$ cat src/rtl/truco_pkg.sv
`default_nettype none
// ============================================================================
// Module   : truco_pkg
// Purpose  : Shared encodings for the truco hand controller: round results,
//            FSM states, hand-value ladder and player helpers.
// Revision : 1.0 - initial release
// ============================================================================
package truco_pkg;

  // Round result / hand winner encoding (also used for "last raiser").
  localparam logic [1:0] RES_NONE = 2'b00;
  localparam logic [1:0] RES_P1   = 2'b01;
  localparam logic [1:0] RES_P2   = 2'b10;
  localparam logic [1:0] RES_TIE  = 2'b11;

  // Player encoding on raise_by.
  localparam logic PLAYER_P1 = 1'b0;
  localparam logic PLAYER_P2 = 1'b1;

  // Hand-value ladder.
  localparam logic [3:0] HV_1  = 4'd1;
  localparam logic [3:0] HV_3  = 4'd3;
  localparam logic [3:0] HV_6  = 4'd6;
  localparam logic [3:0] HV_9  = 4'd9;
  localparam logic [3:0] HV_12 = 4'd12;

  typedef enum logic [2:0] {
    ST_R1        = 3'd0,
    ST_R2        = 3'd1,
    ST_R3        = 3'd2,
    ST_WAIT_RESP = 3'd3,
    ST_SCORE     = 3'd4,
    ST_GAME_OVER = 3'd5
  } state_e;

  // Next rung of the raise ladder; 12 saturates.
  function automatic logic [3:0] hv_next(input logic [3:0] v);
    case (v)
      HV_1:    hv_next = HV_3;
      HV_3:    hv_next = HV_6;
      HV_6:    hv_next = HV_9;
      default: hv_next = HV_12;
    endcase
  endfunction

  // Map a raise_by player bit onto the result encoding.
  function automatic logic [1:0] player_res(input logic by);
    player_res = (by == PLAYER_P2) ? RES_P2 : RES_P1;
  endfunction

endpackage
`default_nettype wire

$ cat src/rtl/truco_hand_judge.sv
`default_nettype none
// ============================================================================
// Module   : truco_hand_judge
// Purpose  : Combinational hand-winner decision from the three-round log.
// Revision : 1.0 - initial release
// ============================================================================
module truco_hand_judge
  import truco_pkg::*;
(
  input  logic [1:0] s1_i,
  input  logic [1:0] s2_i,
  input  logic [1:0] s3_i,
  input  logic [1:0] played_i,
  output logic       decided_o,
  output logic [1:0] winner_o
);

  logic [1:0] wins1;
  logic [1:0] wins2;

  // Unplayed slots hold RES_NONE, so counting over all slots is safe.
  assign wins1 = {1'b0, s1_i == RES_P1} + {1'b0, s2_i == RES_P1} + {1'b0, s3_i == RES_P1};
  assign wins2 = {1'b0, s1_i == RES_P2} + {1'b0, s2_i == RES_P2} + {1'b0, s3_i == RES_P2};

  // Two wins take the hand; otherwise ties defer to the first decisive round.
  always_comb begin
    decided_o = 1'b0;
    winner_o  = RES_NONE;
    if (wins1 >= 2'd2) begin
      decided_o = 1'b1;
      winner_o  = RES_P1;
    end else if (wins2 >= 2'd2) begin
      decided_o = 1'b1;
      winner_o  = RES_P2;
    end else if (played_i >= 2'd2 && ((s1_i == RES_TIE) != (s2_i == RES_TIE))) begin
      decided_o = 1'b1;
      winner_o  = (s1_i == RES_TIE) ? s2_i : s1_i;
    end else if (played_i == 2'd3) begin
      decided_o = 1'b1;
      if (s1_i == RES_TIE && s2_i == RES_TIE) begin
        winner_o = (s3_i == RES_TIE) ? RES_NONE : s3_i;
      end else begin
        winner_o = s1_i;  // 1-1 with a tied third round
      end
    end
  end

endmodule
`default_nettype wire

$ cat src/rtl/truco_hand_ctrl.sv
`default_nettype none
// ============================================================================
// Module   : truco_hand_ctrl
// Purpose  : Truco hand controller: round log, hand decision, raise/response
//            handshake and score accumulation up to game end.
// Revision : 1.0 - initial release
// ============================================================================
module truco_hand_ctrl
  import truco_pkg::*;
#(
  parameter int WIN_PTS = 12
) (
  input  logic       clk,
  input  logic       clr,
  input  logic       rnd_valid,
  input  logic [1:0] rnd_res,
  input  logic       raise_req,
  input  logic       raise_by,
  input  logic       resp_valid,
  input  logic       resp_acc,
  output logic [1:0] s1,
  output logic [1:0] s2,
  output logic [1:0] s3,
  output logic [3:0] hand_val,
  output logic       wait_resp,
  output logic [4:0] score1,
  output logic [4:0] score2,
  output logic       hand_done,
  output logic [1:0] hand_win,
  output logic       game_over,
  output logic       err
);

  localparam logic [5:0] WIN6 = 6'(WIN_PTS);

  state_e     state_q, resume_q;
  logic [1:0] s1_q, s2_q, s3_q;
  logic [3:0] hv_q;
  logic [1:0] last_q;
  logic       pend_by_q;
  logic       fold_q;
  logic [4:0] score1_q, score2_q;
  logic [4:0] score1_d, score2_d;
  logic       hand_done_q, game_over_q, err_q;
  logic [1:0] hand_win_q;

  logic [1:0] played;
  logic       judge_dec;
  logic [1:0] judge_win;
  logic       decided;
  logic       raise_ok;
  logic       any_in;
  logic       game_end;
  logic [5:0] sum1, sum2;

  assign played   = {1'b0, s1_q != RES_NONE} + {1'b0, s2_q != RES_NONE} + {1'b0, s3_q != RES_NONE};
  assign decided  = judge_dec | fold_q;
  assign raise_ok = (hv_q != HV_12) && (last_q != player_res(raise_by));
  assign any_in   = rnd_valid | raise_req | resp_valid;

  truco_hand_judge u_judge (
    .s1_i      (s1_q),
    .s2_i      (s2_q),
    .s3_i      (s3_q),
    .played_i  (played),
    .decided_o (judge_dec),
    .winner_o  (judge_win)
  );

  // Scores after awarding the current hand value to hand_win_q, clamped.
  always_comb begin
    sum1     = {1'b0, score1_q} + ((hand_win_q == RES_P1) ? {2'b00, hv_q} : 6'd0);
    sum2     = {1'b0, score2_q} + ((hand_win_q == RES_P2) ? {2'b00, hv_q} : 6'd0);
    score1_d = (sum1 >= WIN6) ? WIN6[4:0] : sum1[4:0];
    score2_d = (sum2 >= WIN6) ? WIN6[4:0] : sum2[4:0];
    game_end = ({1'b0, score1_d} == WIN6) || ({1'b0, score2_d} == WIN6);
  end

  // Hand FSM with registered outputs; a decided hand is judged from the
  // registered log one cycle after the deciding input.
  always_ff @(posedge clk or negedge clr) begin
    if (!clr) begin
      state_q     <= ST_R1;
      resume_q    <= ST_R1;
      s1_q        <= RES_NONE;
      s2_q        <= RES_NONE;
      s3_q        <= RES_NONE;
      hv_q        <= HV_1;
      last_q      <= RES_NONE;
      pend_by_q   <= 1'b0;
      fold_q      <= 1'b0;
      score1_q    <= 5'd0;
      score2_q    <= 5'd0;
      hand_done_q <= 1'b0;
      hand_win_q  <= RES_NONE;
      game_over_q <= 1'b0;
      err_q       <= 1'b0;
    end else begin
      hand_done_q <= 1'b0;
      err_q       <= 1'b0;
      case (state_q)
        ST_R1, ST_R2, ST_R3: begin
          if (decided) begin
            state_q     <= ST_SCORE;
            hand_done_q <= 1'b1;
            hand_win_q  <= fold_q ? player_res(pend_by_q) : judge_win;
            fold_q      <= 1'b0;
            err_q       <= any_in;
          end else if (raise_req) begin
            // A raise wins over a coincident round, which is dropped.
            err_q <= rnd_valid | resp_valid | !raise_ok;
            if (raise_ok) begin
              state_q   <= ST_WAIT_RESP;
              resume_q  <= state_q;
              pend_by_q <= raise_by;
            end
          end else if (rnd_valid) begin
            err_q <= resp_valid | (rnd_res == RES_NONE);
            if (rnd_res != RES_NONE) begin
              case (state_q)
                ST_R1: begin
                  s1_q    <= rnd_res;
                  state_q <= ST_R2;
                end
                ST_R2: begin
                  s2_q    <= rnd_res;
                  state_q <= ST_R3;
                end
                default: s3_q <= rnd_res;
              endcase
            end
          end else begin
            err_q <= resp_valid;
          end
        end
        ST_WAIT_RESP: begin
          err_q <= rnd_valid | raise_req;
          if (resp_valid) begin
            state_q <= resume_q;
            if (resp_acc) begin
              hv_q   <= hv_next(hv_q);
              last_q <= player_res(pend_by_q);
            end else begin
              fold_q <= 1'b1;  // raiser takes the hand at the unraised value
            end
          end
        end
        ST_SCORE: begin
          err_q      <= any_in;
          score1_q   <= score1_d;
          score2_q   <= score2_d;
          s1_q       <= RES_NONE;
          s2_q       <= RES_NONE;
          s3_q       <= RES_NONE;
          hv_q       <= HV_1;
          last_q     <= RES_NONE;
          hand_win_q <= RES_NONE;
          if (game_end) begin
            state_q     <= ST_GAME_OVER;
            game_over_q <= 1'b1;
          end else begin
            state_q <= ST_R1;
          end
        end
        default: err_q <= any_in;
      endcase
    end
  end

  assign s1        = s1_q;
  assign s2        = s2_q;
  assign s3        = s3_q;
  assign hand_val  = hv_q;
  assign wait_resp = (state_q == ST_WAIT_RESP);
  assign score1    = score1_q;
  assign score2    = score2_q;
  assign hand_done = hand_done_q;
  assign hand_win  = hand_win_q;
  assign game_over = game_over_q;
  assign err       = err_q;

endmodule
`default_nettype wire

$ cat config.mk
export PLATFORM = sky130hd
export DESIGN_NAME = truco_hand_ctrl
export DESIGN_NICKNAME = d
export VERILOG_FILES = /design/src/rtl/truco_pkg.sv /design/src/rtl/truco_hand_judge.sv /design/src/rtl/truco_hand_ctrl.sv
export SDC_FILE = /design/constraint.sdc
export NUM_CORES = 1
export LEC_CHECK = 0
export CORE_MARGIN = 3
export CORE_UTILIZATION = 50
export DETAILED_ROUTE_END_ITERATION = 10
export PLACE_DENSITY = 0.74
export SLEW_MARGIN = 10
export SYNTH_ARGS = -nofsm -noshare
export SYNTH_HDL_FRONTEND = slang
export SYNTH_HIERARCHICAL = 1
export SYNTH_SLANG_ARGS = --single-unit
$ cat constraint.sdc
create_clock -name clk -period 4.7 [get_ports clk]
set_input_delay 0.94 -clock clk [delete_from_list [all_inputs] [get_ports clk]]
set_output_delay 0.94 -clock clk [all_outputs]
set_load 0.05 [all_outputs]
==> flow_summary.json, run 1 <==
{
  "hold_buffers": 0,
  "reg2regPathDepth": 9,
  "drtIter0Drc": 166,
  "cts_sinks": 35,
  "cts_tree": "built",
  "synth.distinct_cells": 58,
  "nets": 326,
  "cts_resized": 0,
  "synthesis.area_sq_mm": 0.00242,
  "track_usage": 0.202,
  "syn_inst": 270,
  "cts_max_level": 2,
  "hpwlAfterDp_microns": 3810,
  "ios": 35,
  "async_flop_share": 1.00,
  "rows": 24,
  "cp.arrival_ps": 2250,
  "fmax_mhz": 314,
  "hold_class": "flip-flop to flip-flop",
  "crit_fanout": 18,
  "core-area_sq_mm": 0.00450,
  "avgSynthCellArea_sq_um": 8.97,
  "cts_setup_buffers": 0,
  "yosysSeqAreaShare": 0.362,
  "worstReg2RegEnd": "state_q[2]$_DFFE_PN0P_",
  "skew_ps": 7.14,
  "min_period_ps": 3190,
  "dr_total_vias": 2100,
  "routed_via_density": 5.92,
  "die-area_sq_mm": 0.00572,
  "grt_start_max_net_pins": 36,
  "diodes": 0,
  "wirelength_microns": 5300,
  "min-delay-start": "game_over$_DFFE_PN0P_",
  "fin_total_pwr_w": 0.00179,
  "gp_congestion": 0.913,
  "clockRootBuffer": "clkbuf_8",
  "fin_crit_sh": 0.678,
  "syn_to_final_growth_pct": 18.0,
  "grt_pass1_wl_microns": 8790,
  "fp.dieH_microns": 75.6,
  "synth_enable_flop_cells": 0,
  "ir_drop_mv": 0.379,
  "cts_made_buffers": 5,
  "drcViolationCount": 0,
  "grtUsageMet1": 0.272,
  "grt_pass1_vias": 1874,
  "setup_tns_ps": 0,
  "p_leak_nw": 1.22,
  "dr.pass1.iters": 4,
  "met2_usage": 0.323,
  "synth_top_flop_cell": "dfrtp_1",
  "slew_headroom": 0.481,
  "die_w_microns": 75.6,
  "use_met3": 0.0449,
  "crit_required_ps": 3760,
  "start_kind": "flip-flop",
  "initial_core_util": 0.538,
  "status": "complete, no violations",
  "grt.busiest_layer": "met2",
  "holdPathEnd": "game_over$_DFFE_PN0P_",
  "finalSetupViolations": 0,
  "wire_per_inst_microns": 14.9,
  "maxCapViolations": 0,
  "worstSetupEndpointType": "output port",
  "drive_gt1_frac": 0.0693,
  "antenna_left": 0,
  "rsz0062_at_grt": "false",
  "syn_nets": 292,
  "clock_path_buffers": 2,
  "grt_overflow": 0,
  "clkTransAtPathRegs_ps": 60,
  "worstMarginPinSlew_ps": 778,
  "clk_latency_ps": 290,
  "antenna_found_initial": 0,
  "power.density_mw_per_mm2": 628,
  "ys_warn_count": 6,
  "r2r_slack_ps": 1960,
  "worstHoldPathCells": 1,
  "finalHoldViolCount": 0,
  "synth-seq-cells": 35,
  "drv_slew": 0,
  "critPathKind": "flip-flop to output port",
  "io_buffer_count": 34,
  "worstReg2RegStart": "hand_win[0]$_DFFE_PN0P_"
}
[critical path: stages, from the launching register on]
cell	delay, ps
dfrtp_1	670
nand2_1	240
nor2_4	210
clkdlybuf4s50_1	840
[state kept, by name (all words and copies together), names as in the netlist]
name,flops
score1,5
score2,5
hand_val,4
resume_q,3
state_q,3
hand_win,2
last_q,2
s1,2
s2,2
s3,2
err,1
fold_q,1
game_over,1
hand_done,1
pend_by_q,1
[synth_stat cells, types with 2 or more instances]
cell type   n  share of area
and3b_1     2         0.0072
nor4bb_1    2         0.0083
nand3_1     3         0.0062
o21a_1      3         0.0093
o22a_1      4          0.014
nand2_2     3         0.0077
nor3b_1     2         0.0062
o22ai_1     2         0.0052
nor3_1      3         0.0062
o21ai_1     2         0.0041
a21oi_1    15          0.031
clkbuf_1    3         0.0046
o2bb2ai_1   4          0.014
nand2_1    25          0.039
nor2_2      3         0.0077
a211oi_1    3         0.0093
ha_1       10          0.052
o31ai_1     2         0.0062
fa_1        3          0.025
dfrtp_1    34           0.35
and3_1      2         0.0052
a21o_1      4          0.012
buf_6       2         0.0093
and2_1     13          0.034
nor2_1     24          0.037
xor2_1      4          0.014
nand4_1     2         0.0052
o21ai_0    15          0.031
buf_2       3         0.0062
xnor2_1     3          0.011
a211o_1     3          0.011
a31oi_1    10          0.026
nand3b_1    3         0.0093
a22oi_1     2         0.0062
a311oi_1    2         0.0072
nor2b_1    10          0.026
mux2i_1     2         0.0083
or3_1       2         0.0052
nand2b_1    4          0.010
inv_1      14          0.022
[stage by stage]
stage / utilization / instance area [sq um] / setup WS [ps] / hold slack [ps] / std cells
floorplan: - / 2420 / 1920 / 454 / 270
global placement: 0.619 / 2790 / 1880 / 468 / 349
detailed placement: 0.619 / 2790 / 1850 / 467 / 349
CTS: 0.635 / 2860 / 1530 / 481 / 355
global route: 0.635 / 2860 / 1350 / 535 / 355
finish: 0.635 / 2860 / 1510 / 471 / 355
[worst max path at each step]
| stage | slack (ps) | endpoint | start |
|---|---|---|---|
| floorplan | 1920 | state_q[0]$_DFFE_PN0P_ | s1[0]$_DFFE_PN0P_ |
| finish | 1510 | wait_resp | state_q[0]$_DFFE_PN0P_ |
| global placement | 1880 | wait_resp | state_q[0]$_DFFE_PN0P_ |
| CTS | 1530 | wait_resp | state_q[0]$_DFFE_PN0P_ |
| global route | 1350 | wait_resp | state_q[0]$_DFFE_PN0P_ |
| detailed placement | 1850 | wait_resp | state_q[0]$_DFFE_PN0P_ |
[metal layers]
metal | share of wire | wire length [microns]
met1 | 0.47 | 2480
met2 | 0.47 | 2500
met3 | 0.046 | 244
met4 | 0.015 | 77
met5 | 0 | 0
[cells by family after synthesis]
family                     after synthesis  share of synthesized area
buffers and inverters                   22                     0.0418
xor gates and xnor gates                 7                     0.0253
muxes                                    3                     0.0145
and+or+nand+nor                        107                      0.239
DFF                                     35                      0.362
AOI/OAI and AO/OA                       83                      0.241
adders and majority gates               13                     0.0764
[cells in the final DEF (no fill, tap or decap), drive strengths merged, types with 4 or more instances in the layout]
cell	synthesis	routed
dfrtp	34	34
clkdlybuf4s50	0	34
nand2	28	28
nor2	28	28
o21ai	17	17
a21oi	15	15
inv	14	14
and2	13	13
a31oi	11	11
nor2b	10	10
ha	10	10
clkbuf	3	6
a21o	4	4
o22a	4	4
xor2	4	4
nand2b	4	4
o2bb2ai	4	4
[area by class of cell]
cell class	instances	area, sq um
well taps	52	65.1
clock buffers	6	72.6
inverters	14	52.6
repair buffers	35	348
flip-flops and latches	35	877
multi-input cells	213	1440
fillers	395	1650
[report_power, final]
part           internal [W]  leakage [nW]  switching (W)
Sequential         0.000399         0.435       0.000172
Clock             0.0000987        0.0371       0.000102
Combinational      0.000399         0.750       0.000623
Total              0.000897          1.22       0.000897
No activity file was read; power rests on OpenSTA's default activity.
==> inputs of run 2 (changes only) <==
--- a/config.mk
+++ b/config.mk
@@ -6,9 +6,9 @@
 export NUM_CORES = 1
 export LEC_CHECK = 0
 export CORE_MARGIN = 3
-export CORE_UTILIZATION = 50
+export CORE_UTILIZATION = 49
 export DETAILED_ROUTE_END_ITERATION = 10
-export PLACE_DENSITY = 0.74
+export PLACE_DENSITY = 0.76
 export SLEW_MARGIN = 10
 export SYNTH_ARGS = -nofsm -noshare
 export SYNTH_HDL_FRONTEND = slang
==> constraint.sdc (replaced) <==
create_clock -name clk -period 2.6 [get_ports clk]
set_input_delay 0.52 -clock clk [delete_from_list [all_inputs] [get_ports clk]]
set_output_delay 0.52 -clock clk [all_outputs]
set_load 0.05 [all_outputs]
==> run 2 against run 1 <==
Against the previous run:
- critical path depth up 6
- clock skew up 3.5 ps
- largest cell class unchanged
- setup slack worse by 1400 ps
- critical endpoint is now state_q[0]$_DFFE_PN0P_
==> flow_summary.json, run 2 (same netlist as run 1, synthesis figures left out) <==
{
  "netSwitchingPower_w": 0.00174,
  "track_usage": 0.211,
  "drcViolationCount": 0,
  "clock_path_buffers": 2,
  "wire_per_inst_microns": 15.5,
  "grt_pass1_wl_microns": 10200,
  "dr.pass1.iters": 4,
  "cts_made_buffers": 5,
  "cts_max_level": 2,
  "die_w_microns": 76.3,
  "dr_total_vias": 2185,
  "finalSetupViolations": 0,
  "skew_ps": 10.7,
  "die-area_sq_mm": 0.00582,
  "top_layer": "met4",
  "drive_gt1_frac": 0.162,
  "final_common_cell": "clkdlybuf4s50_1",
  "fin_util": 0.668,
  "drtIter0Drc": 135,
  "clockRootBuffer": "clkbuf_8",
  "core-area_sq_mm": 0.00456,
  "crit_required_ps": 2780,
  "grt_start_max_net_pins": 36,
  "layout_setup_ws_ps": 141,
  "crit_fanout": 5,
  "post-place-ws_ps": -43.4,
  "p_int_w": 0.00186,
  "start_kind": "flip-flop",
  "maxCapViolations": 0,
  "final_cells": 380,
  "nets": 336,
  "status": "complete, no violations",
  "met3_wirelength_microns": 253,
  "p_leak_nw": 1.29,
  "dp_cells": 369,
  "syn_to_final_growth_pct": 25.8,
  "met1_length_microns": 2630,
  "io_buffer_count": 34,
  "hold_ws_ps": 506,
  "rows": 24,
  "cp.arrival_ps": 2640,
  "worstSetupEndpointType": "flip-flop",
  "met2_length_microns": 2990,
  "routed_via_density": 5.75,
  "clkTransAtPathRegs_ps": 80,
  "drv_slew": 0,
  "ir_drop_mv": 0.677,
  "clk_latency_ps": 300,
  "cts_sinks": 35,
  "antenna_found_initial": 0,
  "slew_headroom": 0.508,
  "sw_frac_of_total": 0.483,
  "cts_tree": "built",
  "hold_buffers": 0,
  "clkPwrFrac": 0.148,
  "power_frac_seq": 0.279,
  "grt_overflow": 0,
  "num-fill-cells": 405,
  "ios": 35,
  "worstMarginPinSlew_ps": 738,
  "grt_pass1_vias": 2136,
  "diodes": 0,
  "finalHoldViolCount": 0,
  "power.density_mw_per_mm2": 1180,
  "fmax_mhz": 407,
  "fin_total_pwr_w": 0.00360,
  "initial_core_util": 0.531,
  "final_cell_mix": "clkdlybuf4s50_1, dfrtp_1, nand2_1, nor2_1, a21oi_1",
  "gp_congestion": 0.828,
  "critPathKind": "flip-flop to flip-flop",
  "power_frac_comb": 0.573,
  "fin_crit_sh": 0.946,
  "fp.dieH_microns": 76.3,
  "hpwlAfterDp_microns": 4130,
  "antenna_left": 0,
  "hold_class": "flip-flop to flip-flop",
  "min_period_ps": 2460,
  "wirelength_microns": 5910
}
## run 2: cell count changes in the layout (fill, tap and decap cells not counted), sizes merged
cell           change
clkinv             +1
buf               +11
clkdlybuf4s50      -1
bufinv             +1
## run 2: area by class of cell
type | count | area, sq um | share of cell area
well taps | 65 | 81.3 | 0.0267
repair buffers | 45 | 420 | 0.138
clock inverters | 2 | 35.0 | 0.0115
multi-input cells | 213 | 1490 | 0.489
clock buffers | 6 | 82.6 | 0.0271
flip-flops and latches | 35 | 887 | 0.291
inverters | 14 | 52.6 | 0.0172
## run 2: power groups by stage
stage	Clock, W	Combinational [W]	Sequential, W
after floorplan	0	0.00113	0.00129
after global placement	0	0.00193	0.00101
after detailed placement	0	0.00197	0.00101
after CTS	0.000536	0.00198	0.00100
after global routing	0.000558	0.00226	0.00105
final	0.000532	0.00207	0.00101
## run 2: timing repair
action                     4_1_cts  5_1_grt
gates resized for setup          1       11
cloned                           0        0
pin swaps                        0        7
setup endpoints to repair        3       12
buffers inserted                 0        3
## run 2: stage by stage
step	setup TNS (ps)	area (sq um)
after floorplan	0	2430
after global placement	0	2860
after detailed placement	-82.1	2860
after CTS	0	2990
after global routing	-21.2	3050
final	0	3050
## run 2: path summary, 6_finish.rpt
| kind | end | start | slack, ps | depth (start not counted) |
|---|---|---|---|---|
| max | state_q[0]$_DFFE_PN0P_ | hand_win[0]$_DFFE_PN0P_ | 140 | 9 |
| min in group asynchronous | hand_done$_DFF_PN0_ | clr | 630 | 2 |
| max in group asynchronous | s3[0]$_DFFE_PN0P_ | clr | 1610 | 2 |
| min | last_q[0]$_DFFE_PN0P_ | last_q[0]$_DFFE_PN0P_ | 510 | 2 |
| max reg2reg | state_q[0]$_DFFE_PN0P_ | hand_win[0]$_DFFE_PN0P_ | 140 | 9 |
| min reg2reg | last_q[0]$_DFFE_PN0P_ | last_q[0]$_DFFE_PN0P_ | 510 | 2 |
## run 2: routing by layer
metal,global-route usage,vias up
met3,0.0473,8
met2,0.362,56
met4,0.0380,0
met1,0.275,1056
li1,-,1065
met5,0,-
## run 2: worst max-delay path: stages, from the launching register on
cell and delay [ps]:
dfrtp_2 420, nor2b_1 160, and2_1 160, ha_1 220, fa_2 400, o21a_1 190
a211oi_2 290, a32oi_2 120, a22oi_2 280, o211ai_1 110
==> inputs of run 3 (changes only) <==
--- a/config.mk
+++ b/config.mk
@@ -5,7 +5,7 @@
 export SDC_FILE = /design/constraint.sdc
 export NUM_CORES = 1
 export LEC_CHECK = 0
-export CORE_MARGIN = 3
+export CORE_MARGIN = 4
 export CORE_UTILIZATION = 49
 export DETAILED_ROUTE_END_ITERATION = 10
 export PLACE_DENSITY = 0.76
==> run 3 against run 2 <==
Against the previous run:
- via count shrank 1.7%
- flip-flop and latch count unchanged
- global-route usage shrank 1.7 points
- largest power group unchanged
==> flow_summary.json, run 3 (same netlist as run 1, synthesis figures left out) <==
{
  "status": "complete, no violations",
  "drtIter0Drc": 85,
  "io_buffer_count": 34,
  "cts_max_level": 2,
  "use_met3": 0.0378,
  "track_usage": 0.195,
  "dr_total_vias": 2147,
  "grtUsageMet1": 0.247,
  "gp_congestion": 0.935,
  "die-area_sq_mm": 0.00613,
  "grt.busiest_layer": "met2",
  "clkPwrFrac": 0.112,
  "critPathBufInv": 0,
  "hold_class": "flip-flop to flip-flop",
  "drcViolationCount": 0,
  "crit_fanout": 4,
  "worstHoldPathCells": 1,
  "fp.dieH_microns": 78.3,
  "finalSetupViolations": 0,
  "setup_tns_ps": 0,
  "cts_sinks": 35,
  "clk_latency_ps": 290,
  "worstMarginPinSlew_ps": 699,
  "reg2regPathDepth": 8,
  "wirelength_microns": 5470,
  "clock_path_buffers": 2,
  "skew_ps": 3.71,
  "maxCapViolations": 0,
  "path_cells": "nor2b_1 > and2_1 > ha_1 > fa_2 > or3_1 > a211o_1 > a22oi_2 > o211ai_1",
  "syn_to_final_growth_pct": 23.4,
  "drive_gt1_frac": 0.140,
  "core-area_sq_mm": 0.00475,
  "p_leak_nw": 1.26,
  "power_frac_seq": 0.291,
  "wire_per_inst_microns": 14.4,
  "antenna_found_initial": 0,
  "final_common_cell": "clkdlybuf4s50_1",
  "critical_path.max_stage_delay_ps": 420,
  "diodes": 0,
  "finalHoldViolCount": 0,
  "antenna_left": 0,
  "rows": 25,
  "worstSetupEndpointType": "flip-flop",
  "final_cells": 381,
  "crit_required_ps": 2750,
  "p_int_w": 0.00173,
  "cp.arrival_ps": 2640,
  "power_frac_comb": 0.597,
  "power.density_mw_per_mm2": 1140,
  "cts_tree": "built",
  "ir_drop_mv": 0.478,
  "cp.depth": 8,
  "dr.pass1.iters": 4,
  "start_kind": "flip-flop",
  "die_w_microns": 78.3,
  "met2_usage": 0.330,
  "slew_headroom": 0.534,
  "rsz0062_at_grt": "false",
  "cts_setup_buffers": 0,
  "hpwlAfterDp_microns": 4130,
  "grt_pass1_wl_microns": 9560,
  "fin_util": 0.629,
  "critPathKind": "flip-flop to flip-flop",
  "fmax_mhz": 403,
  "final_cell_mix": "clkdlybuf4s50_1, dfrtp_1, nand2_1, nor2_1, a21oi_1",
  "crit_family": "compound AO/OA/AOI/OAI gates",
  "drv_slew": 0,
  "cts_made_buffers": 5,
  "grt_pass1_vias": 2131,
  "sw_frac_of_total": 0.491,
  "clkTransAtPathRegs_ps": 70,
  "dp_cells": 373,
  "min_period_ps": 2480,
  "grt_start_max_net_pins": 36,
  "nets": 335,
  "ios": 35,
  "initial_core_util": 0.509,
  "clockRootBuffer": "clkbuf_8",
  "routed_via_density": 5.64,
  "grt_overflow": 0,
  "netSwitchingPower_w": 0.00167,
  "fin_crit_sh": 0.955,
  "crit_slowest_cell": "dfrtp_2"
}
==> run 3: final timing paths <==
kind / startpoint / to / slack [ps]
hold / removal: game_over$_DFFE_PN0P_ / game_over$_DFFE_PN0P_ / 480
hold reg to reg: game_over$_DFFE_PN0P_ / game_over$_DFFE_PN0P_ / 480
max in group asynchronous: clr / s1[0]$_DFFE_PN0P_ / 1590
setup / recovery: hand_win[1]$_DFFE_PN0P_ / state_q[0]$_DFFE_PN0P_ / 120
min in group asynchronous: clr / score2[0]$_DFFE_PN0P_ / 650
setup reg to reg: hand_win[1]$_DFFE_PN0P_ / state_q[0]$_DFFE_PN0P_ / 120
==> run 3: final cells by class <==
| cell class | instances | area, sq um |
|---|---|---|
| well taps | 67 | 83.8 |
| repair buffers | 44 | 413 |
| clock buffers | 8 | 80.1 |
| flip-flops and latches | 35 | 887 |
| inverters | 14 | 52.6 |
| fillers | 433 | 1770 |
| multi-input cells | 213 | 1470 |
==> run 3: metrics by stage <==
step                hold WS [ps]  worst slack [ps]  total power [W]  instance area (sq um)
floorplan                    224              2.02          0.00243                   2430
global placement             471              48.5          0.00296                   2880
detailed placement           465             -50.5          0.00299                   2880
CTS                          487              14.2          0.00339                   2970
global route                 520              3.97          0.00367                   2990
finish                       478               116          0.00340                   2990
==> run 3: per-layer routing <==
layer / up-vias / wire, microns
li1: 1066 / -
met1: 1013 / 2550
met2: 60 / 2560
met3: 8 / 281
met4: 0 / 81
met5: - / 0
==> run 3: power by group through the flow <==
stage | Clock, W | Sequential (W) | Combinational [W]
finish | 0.000380 | 0.000991 | 0.00203
global route | 0.000412 | 0.00103 | 0.00223
CTS | 0.000392 | 0.000992 | 0.00201
detailed placement | 0 | 0.00100 | 0.00199
global placement | 0 | 0.000995 | 0.00196
floorplan | 0 | 0.00129 | 0.00113
==> run 3: worst reg2reg max path: stages, from the launching register on <==
cell and delay [ps]:
dfrtp_2 420, nor2b_1 170, and2_1 160, ha_1 220, fa_2 360, or3_1 350, a211o_1 330, a22oi_2 230
o211ai_1 120
==> run 3: timing repair <==
action                     4_1_cts  5_1_grt
resized for setup                1        7
hold buffers                     0        0
setup endpoints to repair        3       10
pin swaps                        0        3
